### config.mk
export PLATFORM = sky130hd
export DESIGN_NAME = lmu_lqsignacc
export DESIGN_NICKNAME = d
export VERILOG_FILES = /design/src/rtl/lmu_lqsignacc_pkg.sv /design/src/rtl/lmu_lqsignacc_fifo.sv /design/src/rtl/lmu_lqsignacc.sv
export SDC_FILE = /design/constraint.sdc
export NUM_CORES = 1
export LEC_CHECK = 0
export ABC_AREA = 1
export ABC_CLOCK_PERIOD_IN_PS = 4000
export CORE_MARGIN = 3
export CORE_UTILIZATION = 25
export DETAILED_ROUTE_END_ITERATION = 12
export PLACE_DENSITY = 0.47
export REMOVE_ABC_BUFFERS = 1
export SETUP_SLACK_MARGIN = 0.4
export SLEW_MARGIN = 0
export SYNTH_ARGS = -nofsm -noshare
export SYNTH_HDL_FRONTEND = slang
export SYNTH_SLANG_ARGS = --single-unit
### constraint.sdc
create_clock -name clk -period 4 [get_ports clk]
set_input_delay 0.6 -clock clk [delete_from_list [all_inputs] [get_ports clk]]
set_output_delay 0.6 -clock clk [all_outputs]
set_load 0.01 [all_outputs]
### src/rtl/lmu_lqsignacc_pkg.sv
// rtl/lmu_lqsignacc_pkg.sv - shared LQ sizing, FSM encoding and result-entry width
package lmu_lqsignacc_pkg;

  localparam int NUM_LQ    = 8;
  localparam int LQADDR_BW = 3;
  // Result entry layout: {idx, signZ, signX}
  localparam int RES_W     = LQADDR_BW + 2;

  typedef enum logic [1:0] {
    ST_IDLE  = 2'd0,
    ST_ACCUM = 2'd1,
    ST_DRAIN = 2'd2
  } lqsa_state_e;

endpackage

### src/rtl/lmu_lqsignacc_fifo.sv
// rtl/lmu_lqsignacc_fifo.sv - generic synchronous FIFO with full/empty/count
module lmu_lqsignacc_fifo #(
  parameter int WIDTH = 8,
  parameter int DEPTH = 4
) (
  input  logic                     clk,
  input  logic                     rst,
  input  logic                     wr_en,
  input  logic [WIDTH-1:0]         wr_data,
  input  logic                     rd_en,
  output logic [WIDTH-1:0]         rd_data,
  output logic                     full,
  output logic                     empty,
  output logic [$clog2(DEPTH):0]   count
);

  localparam int PW = $clog2(DEPTH);

  logic [WIDTH-1:0] mem [DEPTH];
  logic [PW-1:0]    wr_ptr;
  logic [PW-1:0]    rd_ptr;
  logic             do_wr;
  logic             do_rd;

  assign full    = (count == (PW+1)'(DEPTH));
  assign empty   = (count == '0);
  // A write into a full FIFO is accepted when the head leaves on the same edge
  assign do_wr   = wr_en && (!full || rd_en);
  assign do_rd   = rd_en && !empty;
  assign rd_data = mem[rd_ptr];

  always_ff @(posedge clk) begin
    if (do_wr) mem[wr_ptr] <= wr_data;
  end

  always_ff @(posedge clk or posedge rst) begin
    if (rst) begin
      wr_ptr <= '0;
      rd_ptr <= '0;
      count  <= '0;
    end else begin
      if (do_wr) wr_ptr <= wr_ptr + 1'b1;
      if (do_rd) rd_ptr <= rd_ptr + 1'b1;
      case ({do_wr, do_rd})
        2'b10:   count <= count + 1'b1;
        2'b01:   count <= count - 1'b1;
        default: count <= count;
      endcase
    end
  end

endmodule

### src/rtl/lmu_lqsignacc.sv
// rtl/lmu_lqsignacc.sv - LQ sign accumulator with ordered result drain; err_drop under LMU_LQSIGNACC_ERR_EN
module lmu_lqsignacc
  import lmu_lqsignacc_pkg::*;
#(
  parameter int FIFO_DEPTH = 4
) (
  input  logic                 clk,
  input  logic                 rst,
  input  logic                 temp_en,
  input  logic                 lqsign_valid,
  input  logic [LQADDR_BW-1:0] lqsign_valid_idx,
  input  logic [NUM_LQ-1:0]    lqsignZ_temp_list,
  input  logic [NUM_LQ-1:0]    lqsignX_temp_list,
  input  logic                 interpret_done,
  output logic [NUM_LQ-1:0]    lqsignZ_acc_reg,
  output logic [NUM_LQ-1:0]    lqsignX_acc_reg,
  output logic                 busy,
  output logic                 res_valid,
  input  logic                 res_ready,
  output logic [LQADDR_BW-1:0] res_idx,
  output logic                 res_signZ,
  output logic                 res_signX
`ifdef LMU_LQSIGNACC_ERR_EN
  ,
  output logic                 err_drop
`endif
);

  lqsa_state_e              state_q, state_d;
  logic [NUM_LQ-1:0]        pending_q;
  logic [NUM_LQ-1:0]        meas_mask;
  logic [NUM_LQ-1:0]        pend_set;
  logic [NUM_LQ-1:0]        sel_onehot;
  logic [LQADDR_BW-1:0]     sel_idx;
  logic                     accept_temp;
  logic                     meas;
  logic                     push;
  logic                     pop;
  logic                     fifo_full;
  logic                     fifo_empty;
  logic [$clog2(FIFO_DEPTH):0] fifo_count;
  logic [RES_W-1:0]         wr_data;
  logic [RES_W-1:0]         rd_data;

  assign accept_temp = temp_en && (state_q != ST_DRAIN);
  assign meas        = accept_temp && lqsign_valid;
  assign meas_mask   = meas ? (NUM_LQ'(1) << lqsign_valid_idx) : '0;
  assign pend_set    = pending_q | meas_mask;

  // Lowest pending index wins: scanning downward leaves the smallest set bit
  always_comb begin
    sel_idx = '0;
    for (int i = NUM_LQ - 1; i >= 0; i--) begin
      if (pending_q[i]) sel_idx = LQADDR_BW'(i);
    end
    sel_onehot = NUM_LQ'(1) << sel_idx;
  end

  assign pop     = res_ready && !fifo_empty;
  assign push    = (state_q == ST_DRAIN) && (|pending_q) && (!fifo_full || pop);
  assign wr_data = {sel_idx, lqsignZ_acc_reg[sel_idx], lqsignX_acc_reg[sel_idx]};

  always_comb begin
    state_d = state_q;
    case (state_q)
      ST_IDLE: begin
        if (interpret_done && (temp_en || (|pend_set))) state_d = ST_DRAIN;
        else if (temp_en)                               state_d = ST_ACCUM;
      end
      ST_ACCUM: begin
        if (interpret_done) state_d = ST_DRAIN;
      end
      ST_DRAIN: begin
        // Leave on the edge of the final push so busy drops right after it
        if (!(|pending_q) || (push && !(|(pending_q & ~sel_onehot)))) state_d = ST_IDLE;
      end
      default: state_d = ST_IDLE;
    endcase
  end

  always_ff @(posedge clk or posedge rst) begin
    if (rst) begin
      state_q         <= ST_IDLE;
      pending_q       <= '0;
      lqsignZ_acc_reg <= '0;
      lqsignX_acc_reg <= '0;
    end else begin
      state_q <= state_d;
      if (accept_temp) begin
        pending_q       <= pend_set;
        lqsignZ_acc_reg <= lqsignZ_acc_reg ^ lqsignZ_temp_list;
        lqsignX_acc_reg <= lqsignX_acc_reg ^ lqsignX_temp_list;
      end else if (push) begin
        pending_q       <= pending_q & ~sel_onehot;
        lqsignZ_acc_reg <= lqsignZ_acc_reg & ~sel_onehot;
        lqsignX_acc_reg <= lqsignX_acc_reg & ~sel_onehot;
      end
    end
  end

`ifdef LMU_LQSIGNACC_ERR_EN
  always_ff @(posedge clk or posedge rst) begin
    if (rst) begin
      err_drop <= 1'b0;
    end else if ((temp_en && state_q == ST_DRAIN) || (meas && pending_q[lqsign_valid_idx])) begin
      err_drop <= 1'b1;
    end
  end
`endif

  lmu_lqsignacc_fifo #(
    .WIDTH (RES_W),
    .DEPTH (FIFO_DEPTH)
  ) u_fifo (
    .clk     (clk),
    .rst     (rst),
    .wr_en   (push),
    .wr_data (wr_data),
    .rd_en   (pop),
    .rd_data (rd_data),
    .full    (fifo_full),
    .empty   (fifo_empty),
    .count   (fifo_count)
  );

  assign busy      = (state_q != ST_IDLE);
  assign res_valid = (fifo_count != '0);
  assign {res_idx, res_signZ, res_signX} = rd_data;

endmodule

==> results of run 1 <==
==> cells in the final DEF (no fill, tap or decap), types with 2 or more instances in the layout <==
cell,instances
sky130_fd_sc_hd__a21oi_1,10
sky130_fd_sc_hd__clkbuf_8,5
sky130_fd_sc_hd__clkdlybuf4s50_1,47
sky130_fd_sc_hd__dfrtp_1,33
sky130_fd_sc_hd__edfxtp_1,20
sky130_fd_sc_hd__ha_1,5
sky130_fd_sc_hd__inv_1,56
sky130_fd_sc_hd__inv_2,2
sky130_fd_sc_hd__nand2_1,61
sky130_fd_sc_hd__nand2_2,7
sky130_fd_sc_hd__nand3_1,21
sky130_fd_sc_hd__nand4_1,5
sky130_fd_sc_hd__nor2_1,39
sky130_fd_sc_hd__nor2_2,3
sky130_fd_sc_hd__nor2_4,4
sky130_fd_sc_hd__nor3_1,2
sky130_fd_sc_hd__o21ai_0,19
sky130_fd_sc_hd__o22ai_1,5
sky130_fd_sc_hd__o31ai_1,2
sky130_fd_sc_hd__xor2_1,18
==> power breakdown <==
group | switching, W | internal, W | leakage [nW]
Sequential | 0.000198 | 0.000870 | 0.583
Combinational | 0.000909 | 0.000640 | 0.960
Clock | 0.000179 | 0.000187 | 0.0543
==> metal layers <==
layer	wire length (um)	global-route usage	vias up
met4	87	0.0272	0
met2	2990	0.175	48
met5	0	0	-
met3	301	0.0283	7
met1	3220	0.151	1010
li1	-	-	1139
==> stage by stage <==
step	instances	setup WS, ps	total power (W)	util
final	518	1410	0.00298	0.327
after global routing	518	1160	0.00327	0.327
after CTS	518	1370	0.00303	0.327
after detailed placement	510	1220	0.00265	0.316
after global placement	510	1280	0.00263	0.316
after floorplan	322	1800	0.00204	-
==> cell type report <==
type	count	area, sq um
well taps	140	175
repair buffers	48	478
flip-flops and latches	53	1430
multi-input cells	211	1140
clock inverters	3	46.3
fillers	1140	7330
inverters	58	218
clock buffers	5	68.8
==> final timing paths <==
path,start,end,cells past startpoint,slack (ps)
max reg2reg,pending_q[3],u_fifo.count[2],11,1410
min in group asynchronous,rst,lqsignZ_acc_reg[1],3,690
max in group asynchronous,rst,lqsignX_acc_reg[0],3,2990
min reg2reg,state_q[1],state_q[1],1,470
max,pending_q[3],u_fifo.count[2],11,1410
min,state_q[1],state_q[1],1,470
==> cells by family (layout without fill, tap and decap cells) <==
family,count (synthesis),in the layout,share of synthesized area
and+or+nand+nor,145,145,0.233
buffers and inverters,62,114,0.0838
DFF,53,53,0.508
AOI/OAI and AO/OA,41,41,0.0860
xor gates and xnor gates,19,19,0.0593
adders and majority gates,6,6,0.0294
==> impl_summary.txt, run 1 <==
----------------------------------------------------
[Outcome]
  Status ... finished, final reports clean

[Hold path]
  Worst hold-check path type ... register to register

[Critical path]
  CP arrival ... around 2800 ps
  Required arrival time at the worst endpoint ... approximately 4200 ps
  Cell family with most CP delay ... simple AND/OR/NAND/NOR gates
  Delay of the slowest critical-path stage ... between 400 and 500 ps
  Critical path capture point type ... register
  Worst path slowest cell ... sky130_fd_sc_hd__dfrtp_1
  Type of element launching the critical path ... register
  Classification of the worst setup path ... register to register
  Worst Path Max Fanout ... 12
  Worst path buffer plus inverter count ... 1
  List of cells traversed by the critical path ... nor2_4, nand2_2, nor2_1, nor2_1, nand2_1, ha_1, inv_1, fa_1, a21oi_1, o21ai_0, xor2_1
  Cell repeated most along the worst path ... sky130_fd_sc_hd__nor2_1

[Floorplan]
  Core area ... about 11,000 sq um
  Die extent in y ... 112 um
  Die X-Extent ... 112 um
  I/O pins ... 48
  Starting density of the core ... 0.258
  Cell row count ... 38
  Die Footprint ... roughly 13,000 sq um

[Route]
  Detailed-route DRC error count ... 0
  Wire length reported by the detailed router ... roughly 6600 um
  Iter 0 DRT Violations ... 117
  First-pass iteration count of the detailed router ... 6
  Wirelength per Cell ... 12.7 um
  Vias post-DR ... 2,204
  Post-DR vias/cell ... roughly 4.3
  Antenna violation net count after detailed routing ... 0

[Clock tree]
  Clock net sink count ... 53
  Clock transition at the registers of the reported paths ... 100 ps
  Total of cells resized after clock tree synthesis ... 0
  CTS Buf Count ... 5
  Number of buffers on the longest clock path ... 2
  TritonCTS clock tree ... yes
  CTS Root Cell ... sky130_fd_sc_hd__clkbuf_8
  Post CTS Setup Buffer Count ... 0
  Hold buffers post-CTS ... 0
  H-tree level count ... 2
  Worst-skew pair later-pin latency ... approximately 310 ps

[Cells and area]
  Final Net Count ... 408
  Share of post-route cells with drive strength above 1 ... 0.0767
  Number of flip-flops in the largest register ... 20
  Area growth from synthesis to final layout ... 26.7%
  Area of all placed cells without fillers ... 3560 sq um
  Largest register by flop count ... u_fifo.mem
  Number of diodes added for antenna fixing ... 0

[Synthesis]
  Syn_area_per_cell ... ~8.6 sq um
  Number of synthesized register bits ... 53
  Synth warnings ... 0
  Cell with the most instances after synthesis ... sky130_fd_sc_hd__nand2_1
  Cell types occupying the most area after synthesis ... sky130_fd_sc_hd__dfrtp_1, sky130_fd_sc_hd__edfxtp_1, sky130_fd_sc_hd__nand2_1
  Top post-synthesis cells by count ... sky130_fd_sc_hd__nand2_1, sky130_fd_sc_hd__inv_1, sky130_fd_sc_hd__nor2_1
  Number of enable-type register cells in the synthesized netlist ... 20
  Count of unique library cells instantiated by Yosys ... 30
  Cell taking the most area after synthesis ... sky130_fd_sc_hd__dfrtp_1
  Post-synth ARST share ... 0.623
  Mapped Area ... 2810 sq um
  Area fraction of the dominant cell type after synthesis ... 0.294
  Sequential fraction of the synthesis area ... 0.508
  Primary FF master, synth ... sky130_fd_sc_hd__dfrtp_1
  Synthesized netlist cell count ... 326

[STA]
  Number of pins with negative max-slew slack in the final report ... 0
  Max-slew headroom at the worst pin ... 0.480
  Highest clock rate ... 386 MHz
  Minimum clock period after layout ... between 2000 and 3000 ps
  Number of setup violations in the final report ... 0
  Clock Skews ... between 10 and 15 ps
  Worst hold slack ... approximately 470 ps
  Final hold viol count ... 0
  Transition at the pin with the smallest max-transition slack ... 778 ps
  Setup tns final ... 0 ps
  Final period util ... 0.648
  Setup repair after global routing missed its margin ... false

[Power]
  Ratio of total power to cell area ... 839 nW/um^2
  Peak supply drop ... a little under 300 uV
  Cell leakage power ... 1.60 nW

[Global route]
  Antenna violations before repair ... 0
  Overflow left after global routing ... 0
  GRT Total Usage ... 0.110
  Wire length of the first global-routing pass ... roughly 11,000 um
  Vias in the first global route ... 2,213
  Maximum number of pins on one net before global-route repair ... 34

[Place]
  GP Congestion ... 0.841
  Placed wire-length estimate after detailed placement ... 5070 um
  Placed inst area ... 3440 sq um
  Number of port buffers ... 47

[Flow run]
  # Max-Cap Violations ... 0

----------------------------------------------------
Power figures use the tool's default switching activity.
==> inputs of run 2 (changes only) <==
--- a/config.mk
+++ b/config.mk
@@ -6,7 +6,7 @@
 export NUM_CORES = 1
 export LEC_CHECK = 0
 export ABC_AREA = 1
-export ABC_CLOCK_PERIOD_IN_PS = 4000
+export ABC_CLOCK_PERIOD_IN_PS = 2700
 export CORE_MARGIN = 3
 export CORE_UTILIZATION = 25
 export DETAILED_ROUTE_END_ITERATION = 12
==> constraint.sdc (replaced) <==
create_clock -name clk -period 2.7 [get_ports clk]
set_input_delay 0.405 -clock clk [delete_from_list [all_inputs] [get_ports clk]]
set_output_delay 0.405 -clock clk [all_outputs]
set_load 0.01 [all_outputs]
==> run 2 against run 1 <==
  * Sequential share of layout area up 0.063 points
  * Register-to-register slack worse by 810 ps
  * Worst hold slack better by 1.6 ps
  * Power up 47%
  * Largest power group unchanged
==> impl_summary.txt, run 2 (synthesis results as in run 1) <==
----------------------------------------------------
[Cells and area]
  Most frequent standard cell in the layout excluding fill and tap cells ... sky130_fd_sc_hd__nand2_1
  Number of flip-flops in the largest register ... 20 (unchanged)
  Leading cell types in the layout, fill and taps excluded ... sky130_fd_sc_hd__nand2_1, sky130_fd_sc_hd__inv_1, sky130_fd_sc_hd__clkdlybuf4s50_1, sky130_fd_sc_hd__nor2_1, sky130_fd_sc_hd__dfrtp_1
  Final Net Count ... 410 (+0.49%)
  Number of diodes added for antenna fixing ... 0 (unchanged)
  Share of post-route cells with drive strength above 1 ... 0.0895 (+0.0128)
  Largest register by flop count ... u_fifo.mem
  Fill cell instance count of the final layout ... 1,153 (+1.1%)
  Area growth from synthesis to final layout ... 26.7% (about the same)

[Critical path]
  R2R Setup Slk ... 600 ps (-810 ps)
  CP arrival ... 1740 ps (-1040 ps)
  Delay of the slowest critical-path stage ... 560 ps (+110 ps)
  Required arrival time at the worst endpoint ... 2300 ps (-1890 ps)
  Worst reg2reg path endpoint ... u_fifo.count[2]
  Launch instance of the worst register-to-register path ... pending_q[3]
  Number of cells traversed by the worst register-to-register path ... 11 (unchanged)
  Type of element launching the critical path ... register
  Cell family with most CP delay ... buffers and inverters
  Worst Path Max Fanout ... 12 (unchanged)
  Worst path slowest cell ... sky130_fd_sc_hd__clkdlybuf4s50_1
  List of cells traversed by the critical path ... inv_4, o21ai_0, o22ai_1, clkdlybuf4s50_1
  Classification of the worst setup path ... register to output port
  Number of cells on the critical path ... 4 (-7)
  Critical path capture point type ... output port
  Worst path buffer plus inverter count ... 2 (+1)

[Clock tree]
  Worst-skew pair later-pin latency ... 300 ps (about the same)
  Number of buffers on the longest clock path ... 2 (unchanged)
  Clock transition at the registers of the reported paths ... 100 ps (about the same)
  H-tree level count ... 2 (unchanged)
  Clock net sink count ... 53 (unchanged)
  CTS Buf Count ... 5 (unchanged)
  TritonCTS clock tree ... yes
  CTS Root Cell ... sky130_fd_sc_hd__clkbuf_8

[STA]
  Final hold viol count ... 0 (unchanged)
  Minimum clock period after layout ... 2140 ps
  Highest clock rate ... ~470 MHz
  Transition at the pin with the smallest max-transition slack ... 518 ps (-260 ps)
  Max-slew headroom at the worst pin ... 0.653 (+0.173)
  Number of setup violations in the final report ... 0 (unchanged)
  Setup tns final ... 0 ps (unchanged)
  Setup repair after global routing missed its margin ... false
  Number of pins with negative max-slew slack in the final report ... 0 (unchanged)
  Final period util ... 0.793
  Clock Skews ... 10.9 ps (-3.33 ps)
  Smallest setup slack after layout ... 558 ps (-851 ps)

[Floorplan]
  Die extent in y ... 112 um (unchanged)
  I/O pins ... 48 (unchanged)
  Die X-Extent ... 112 um (unchanged)
  Starting density of the core ... 0.258 (unchanged)
  Core area ... 10,900 sq um (unchanged)
  Cell row count ... 38 (unchanged)
  Die Footprint ... 12,500 sq um (unchanged)

[Global route]
  Antenna violations before repair ... 0 (unchanged)
  Vias in the first global route ... 2,285 (+3.3%)
  Overflow left after global routing ... 0 (unchanged)
  GRT Total Usage ... 0.110 (about the same)
  Wire length of the first global-routing pass ... 11,300 um (+1.7%)
  Maximum number of pins on one net before global-route repair ... 34 (unchanged)

[Hold path]
  Hold Crit Depth ... 1 (unchanged)
  Min-Delay Endpoint ... state_q[1]
  Worst hold-check path type ... register to register
  Start point of the worst hold path ... state_q[1]

[Power]
  Proportion of power drawn by the clock network ... 0.103 (-0.020)
  Sw Share ... 0.441 (+0.00996)
  Net switching power ... 0.00193 W (+50%)
  Ratio of total power to cell area ... 1230 nW/um^2 (+47%)
  Sequential cell fraction of total power ... 0.361 (+0.003)
  Part of the power in combinational logic ... 0.536 (+0.017)
  Cell leakage power ... 1.60 nW (about the same)
  Cell-internal power ... 0.00245 W (+44%)
  Peak supply drop ... 424 uV (+42%)

[Route]
  Iter 0 DRT Violations ... 85 (-27%)
  Post-DR vias/cell ... 4.32 (+1.4%)
  Wire length reported by the detailed router ... 6800 um (+3.1%)
  Antenna violation net count after detailed routing ... 0 (unchanged)
  First-pass iteration count of the detailed router ... 4 (-2)
  Vias post-DR ... 2,244 (+1.8%)
  Detailed-route DRC error count ... 0 (unchanged)
  Wirelength per Cell ... 13.1 um (+2.7%)

[Flow run]
  # Max-Cap Violations ... 0 (unchanged)

[Place]
  Post-Place Worst Slack ... 500 ps (-717 ps)
  GP Congestion ... 0.804 (-4.3%)
  Placed wire-length estimate after detailed placement ... 5140 um (+1.5%)
  Number of port buffers ... 47 (unchanged)

[Outcome]
  Status ... finished, final reports clean

----------------------------------------------------
## run 2: power groups by stage
stage | combinational [W] | clock (W) | sequential [W]
6_report | 0.00235 | 0.000451 | 0.00159
5_1_grt | 0.00266 | 0.000496 | 0.00164
4_1_cts | 0.00237 | 0.000466 | 0.00159
3_5_place_dp | 0.00236 | 0 | 0.00160
3_3_place_gp | 0.00233 | 0 | 0.00160
2_1_floorplan | 0.00144 | 0 | 0.00157
## run 2: worst register-to-register path: stages, from the launching register on
cell,delay (ps)
sky130_fd_sc_hd__dfrtp_1,450
sky130_fd_sc_hd__nor2_4,160
sky130_fd_sc_hd__nand2_2,110
sky130_fd_sc_hd__nor2_2,140
sky130_fd_sc_hd__nor2_1,80
sky130_fd_sc_hd__nand2_1,80
sky130_fd_sc_hd__ha_1,140
sky130_fd_sc_hd__inv_1,60
sky130_fd_sc_hd__fa_1,380
sky130_fd_sc_hd__a21oi_1,140
sky130_fd_sc_hd__o21ai_0,110
sky130_fd_sc_hd__xor2_1,150
## run 2: repair_timing
| item | 4_1_cts | 5_1_grt |
|---|---|---|
| setup endpoints to repair | 5 | 6 |
| resized for setup | 1 | 4 |
| hold buffers | 0 | 0 |
| buffers inserted | 0 | 0 |
## run 2: routing by layer
metal / vias up / wire length, um / track usage
li1: 1141 / - / -
met1: 1046 / 3410 / 0.153
met2: 53 / 3050 / 0.178
met3: 4 / 275 / 0.0234
met4: 0 / 65 / 0.0240
met5: - / 0 / 0
## run 2: area by class of cell
type                    count  area [sq um]  area share
flip-flops and latches     53          1430       0.402
multi-input cells         211          1150       0.324
repair buffers             50           493       0.139
inverters                  58           220      0.0619
well taps                 140           175      0.0493
clock buffers               6          72.6      0.0204
clock inverters             2          13.8     0.00387
## run 2: worst max-delay path by stage
stage	startpoint	endpoint	slack, ps
after floorplan	pending_q[3]	u_fifo.count[2]	500
after global placement	res_ready	u_fifo.count[2]	510
after detailed placement	res_ready	u_fifo.count[2]	500
after CTS	u_fifo.rd_ptr[0]	res_idx[2]	400
after global routing	pending_q[3]	u_fifo.count[2]	420
final	u_fifo.rd_ptr[0]	res_signX	560
## run 2: through the flow
| step | total power (W) | cells | hold slack [ps] | area [sq um] | utilization |
|---|---|---|---|---|---|
| 4_1_cts | 0.00443 | 520 | 477 | 3540 | 0.325 |
| 5_1_grt | 0.00480 | 520 | 510 | 3550 | 0.326 |
| 3_5_place_dp | 0.00396 | 512 | 458 | 3460 | 0.318 |
| 2_1_floorplan | 0.00302 | 322 | 432 | 2790 | - |
| 3_3_place_gp | 0.00393 | 512 | 455 | 3460 | 0.318 |
| 6_report | 0.00439 | 520 | 473 | 3550 | 0.326 |
